**config.mk**
```make
export PLATFORM = sky130hd
export DESIGN_NAME = nco_phase_gen
export DESIGN_NICKNAME = d
export VERILOG_FILES = /design/src/rtl/nco_pkg.sv /design/src/rtl/nco_phase_gen_ftw_loader.sv /design/src/rtl/nco_phase_gen.sv
export SDC_FILE = /design/constraint.sdc
export NUM_CORES = 1
export LEC_CHECK = 0
export CORE_ASPECT_RATIO = 1.75
export CORE_UTILIZATION = 50
export DETAILED_ROUTE_END_ITERATION = 6
export GPL_TIMING_DRIVEN = 0
export PLACE_DENSITY = 0.66
export SLEW_MARGIN = 20
export SYNTH_ARGS = -nofsm -noshare
export SYNTH_HDL_FRONTEND = slang
export SYNTH_SLANG_ARGS = --single-unit
export TNS_END_PERCENT = 10
```
**constraint.sdc**
```tcl
create_clock -name clk -period 5.75 [get_ports clk]
set_clock_uncertainty 0.05 [all_clocks]
set_input_delay 1.15 -clock clk [delete_from_list [all_inputs] [get_ports clk]]
set_output_delay 1.15 -clock clk [all_outputs]
set_load 0.005 [all_outputs]
```
**src/rtl/nco_pkg.sv**
```systemverilog
// Shared NCO phase generator definitions: default widths and the FTW loader state type.
package nco_pkg;

  localparam int ACC_W_DEF   = 24;
  localparam int PHASE_W_DEF = 8;
  localparam int FTW_BYTES   = ACC_W_DEF / 8;

  typedef enum logic [1:0] {
    IDLE    = 2'd0,
    COLLECT = 2'd1,
    COMMIT  = 2'd2
  } ld_state_t;

  function automatic int ftw_bytes(input int acc_w);
    return acc_w / 8;
  endfunction

endpackage

```
**src/rtl/nco_phase_gen_ftw_loader.sv**
```systemverilog
// Byte-serial FTW loader: collects LSB-first bytes into a shadow word and holds
// it pending until the accumulator acknowledges the commit.
module ftw_loader
  import nco_pkg::*;
#(
  parameter int ACC_W = ACC_W_DEF
) (
  input  logic             clk,
  input  logic             rst,
  input  logic [7:0]       byte_in,
  input  logic             byte_valid,
  output logic             byte_ready,
  output logic             commit_req,
  output logic [ACC_W-1:0] shadow,
  input  logic             commit_ack
);

  localparam int NB    = ftw_bytes(ACC_W);
  localparam int CNT_W = (NB > 1) ? $clog2(NB) : 1;

  ld_state_t        state;
  logic [CNT_W-1:0] cnt;
  logic             xfer;
  logic             last;

  assign xfer = byte_valid && byte_ready;
  assign last = (cnt == CNT_W'(NB - 1));

  always_ff @(posedge clk or posedge rst) begin
    if (rst) begin
      state      <= IDLE;
      cnt        <= '0;
      shadow     <= '0;
      byte_ready <= 1'b1;
      commit_req <= 1'b0;
    end else begin
      case (state)
        IDLE, COLLECT: begin
          if (xfer) begin
            shadow[int'(cnt)*8 +: 8] <= byte_in;
            // Final byte closes the word; ready drops so nothing lands while pending.
            if (last) begin
              cnt        <= '0;
              state      <= COMMIT;
              byte_ready <= 1'b0;
              commit_req <= 1'b1;
            end else begin
              cnt   <= cnt + 1'b1;
              state <= COLLECT;
            end
          end
        end
        COMMIT: begin
          if (commit_ack) begin
            state      <= IDLE;
            byte_ready <= 1'b1;
            commit_req <= 1'b0;
          end
        end
        default: begin
          state      <= IDLE;
          cnt        <= '0;
          byte_ready <= 1'b1;
          commit_req <= 1'b0;
        end
      endcase
    end
  end

endmodule

```
**src/rtl/nco_phase_gen.sv**
```systemverilog
// NCO phase accumulator; a newly loaded FTW is swapped in on a carry edge so
// frequency changes land on cycle boundaries.
module nco_phase_gen
  import nco_pkg::*;
#(
  parameter int ACC_W   = ACC_W_DEF,
  parameter int PHASE_W = PHASE_W_DEF
) (
  input  logic               clk,
  input  logic               rst,
  input  logic               en,
  input  logic               phase_clear,
  input  logic [7:0]         byte_in,
  input  logic               byte_valid,
  output logic               byte_ready,
  output logic [PHASE_W-1:0] phase,
  output logic               wrap,
  output logic               ftw_loaded
);

  logic [ACC_W-1:0] acc;
  logic [ACC_W-1:0] ftw;
  logic [ACC_W-1:0] shadow;
  logic [ACC_W:0]   sum;
  logic             carry;
  logic             commit_req;
  logic             commit;

  ftw_loader #(.ACC_W(ACC_W)) u_loader (
    .clk        (clk),
    .rst        (rst),
    .byte_in    (byte_in),
    .byte_valid (byte_valid),
    .byte_ready (byte_ready),
    .commit_req (commit_req),
    .shadow     (shadow),
    .commit_ack (commit)
  );

  assign sum   = {1'b0, acc} + {1'b0, ftw};
  assign carry = sum[ACC_W];

  // Idle or clearing accumulator has no cycle boundary to respect, so commit at once.
  assign commit = commit_req && (phase_clear || !en || carry);

  always_ff @(posedge clk or posedge rst) begin
    if (rst) begin
      acc        <= '0;
      ftw        <= '0;
      wrap       <= 1'b0;
      ftw_loaded <= 1'b0;
    end else begin
      if (phase_clear) begin
        acc  <= '0;
        wrap <= 1'b0;
      end else if (en) begin
        acc  <= sum[ACC_W-1:0];
        wrap <= carry;
      end else begin
        wrap <= 1'b0;
      end
      // The add on a carry-commit edge still uses the old word.
      if (commit) ftw <= shadow;
      ftw_loaded <= commit;
    end
  end

  assign phase = acc[ACC_W-1 -: PHASE_W];

endmodule

```
==> metrics.txt <==
final setup fails=0; r2r startpoint=acc[0]; Rows=46; leakage power=roughly 0.0025 µW; TritonCTS clock tree=built; Area growth, synth to finish=15.34%; Seq cells post-synth=80; Min-Delay Path Class=flop to flop; unrepaired setup endpoints after global routing=false; Post-Syn Nets=527; main area contributors after synthesis=dfrtp_1 43%, ha_1 8.1%, nand2_1 6.5%, o21ai_0 4.8%, mux2_2 4.6%; first-pass GRT wire length=17680 µm; Largest stage delay, worst path=0.54 ns; fin crit share=0.5431; WHS Path Cells=2; hold path startpoint=u_loader.shadow[19]; Worst EP required=5.92 ns; Worst setup EP type=flop; worst r2r path cells=10; number of global-route vias before repair=3623; CP startpoint kind=flop; Setup Crit Path Kind=flop to flop; Hold Path Sink=u_loader.shadow[19]; DR pass1 iterations=5; RR Endpoint=ftw[2]; slowest stage cell, crit path=o31ai_4; initial antenna violation count=0; Hold Fails Final Rpt=0; Post-Syn Area=4617 µm²; GPL Wtd Cong=0.9059; Slew HR=0.4707; Worst Tran Pin Value=~0.8 ns; clock buffer depth=2; Total Wirelength=10730 µm; post-route minimum period=between 3 and 4 ns; die width=74.64 µm; CTS Root Buffer Type=clkbuf_16; max_cap viols=0; setup_tns=0 ns; Avg Cell Area, Syn=about 9.6 µm²; Post-CTS Setup Repair Bufs=0; # hold bufs at CTS=0; register-to-register setup slack=roughly 2.6 ns; htree depth=3; most common cell in the netlist=nand2_1; residual DRC count=0; status=complete, no violations; Post-synth ARST share=1.000; Diodes inserted=0; number of port buffers=22; Initial Util=0.5109; Resize count post-CTS=0; wire per inst=16.71 µm; largest net degree at the start of global routing=59; Initial DRC Count=178; GRT Total Usage=0.2464; Crit Path Max Fanout=10; sequential area share after synthesis=0.4339; number of routed nets with antenna violations=0; number of vias per cell=5.774; Commonest cells post-synth=80 x nand2_1, 79 x dfrtp_1, 44 x o21ai_0; largest area contributor in the netlist=dfrtp_1; Die Y=around 130 µm; crit-path cells=ha_1, inv_1, fa_1, and2b_1, o2111ai_1, and3_1, o21a_1, o31ai_4, buf_6, mux2_2; CTS buffer count=9; I/O pins=24; clk_lat worst skew=0.33 ns; Worst-path clk slew=0.06 ns; clock sinks=80; Synth top area share=0.4282; Tot Pwr=between 1000 and 1500 µW; fraction of layout cells with a size suffix above 1=0.1015; via count=3707; Distinct cells, synth=54; P per Cell Area=~220 nW/µm²; Final Net Count=561; max-slew violations=0; f_max=0.3202 GHz; grt ovf=0; synth warn=0; DP HPWL=8134 µm; Die ar.=around 9600 µm²; core area=around 9000 µm²; Data arrival, critical path=3.29 ns; worst vdd rail ir drop=0.0002170 V; Most used DFF post-synth=dfrtp_1; Post-Synthesis Cells=just under 500; Post-synth EDFFs=0
final cells by class:
class                   count  area, µm²
plain buffers              24      138.9
repair buffers             23      247.7
inverters                  11      43.79
well taps                 120      150.1
fillers                   794       3711
multi-input cells         368       2434
clock buffers              10      239.0
flip-flops and latches     80       2003
clock inverters             6      68.82
placed cells by master, fill, tap and decap left out, drive strengths merged, types with 8 or more instances in the layout:
| cell | count |
|---|---|
| a21o | 8 |
| a21oi | 29 |
| buf | 13 |
| clkbuf | 22 |
| clkdlybuf4s50 | 22 |
| dfrtp | 79 |
| ha | 30 |
| inv | 11 |
| mux2 | 24 |
| nand2 | 80 |
| nor2 | 27 |
| nor3 | 8 |
| o21ai | 45 |
worst max-delay path: cells and delay by family, from the launching register on:
kind	cells	cell delay [ns]
muxes	1	0.35
adders and majority gates	2	0.55
AOI/OAI and AO/OA	3	0.93
and+or+nand+nor	2	0.48
buffers and inverters	2	0.30
DFF	1	0.35
power by group:
group | total [µW] | switching (µW) | internal [µW]
clock | 581 | 232 | 349
combinational | 41.8 | 28.9 | 12.9
sequential | 564 | 0.335 | 563
total | 1190 | 261 | 926
kinds of logic after synthesis:
family / share of synthesized area
AO/OA/AOI/OAI: 0.1862
XOR/XNOR: 0.01328
adder cells (fa/ha/maj): 0.08564
buffers and inverters: 0.03902
flip-flops: 0.4339
multiplexers: 0.07155
AND/OR/NAND/NOR: 0.1705
registers in the layout, indices dropped and copies added (netlist names):
register             cells
ftw_loaded               1
u_loader.shadow         24
ftw                     24
u_loader.cnt             2
u_loader.byte_ready      1
u_loader.state           2
u_loader.commit_req      1
acc                     24
wrap                     1
through the flow:
stage	instance area, µm²	setup slack (ns)	hold slack [ns]	instances	utilization
finish	5325	2.627	0.4307	642	0.5893
global route	5325	2.371	0.4582	642	0.5893
detailed placement	5017	2.366	0.4203	626	0.5552
floorplan	4617	2.500	0.3929	483	-
CTS	5325	2.605	0.4343	642	0.5893
global placement	4987	1.214	0.4122	625	0.5519
layer usage:
layer	track usage	part of all wire	vias up
li1	-	-	1824
met1	0.2898	0.41	1766
met2	0.4054	0.51	82
met3	0.04432	0.032	35
met4	0.1565	0.051	0
met5	0	0	-
how the worst max path moves through the flow:
stage / start / endpoint / slack (ns) / depth (start not counted)
after floorplan: rst / acc[0] / 2.50 / 1
after global placement: rst / acc[9] / 1.21 / 2
after detailed placement: en / acc[0] / 2.37 / 5
after CTS: acc[0] / ftw[2] / 2.61 / 10
after global routing: acc[0] / ftw[1] / 2.37 / 10
final: acc[0] / ftw[2] / 2.63 / 10
(Power assumes the default switching activity.)
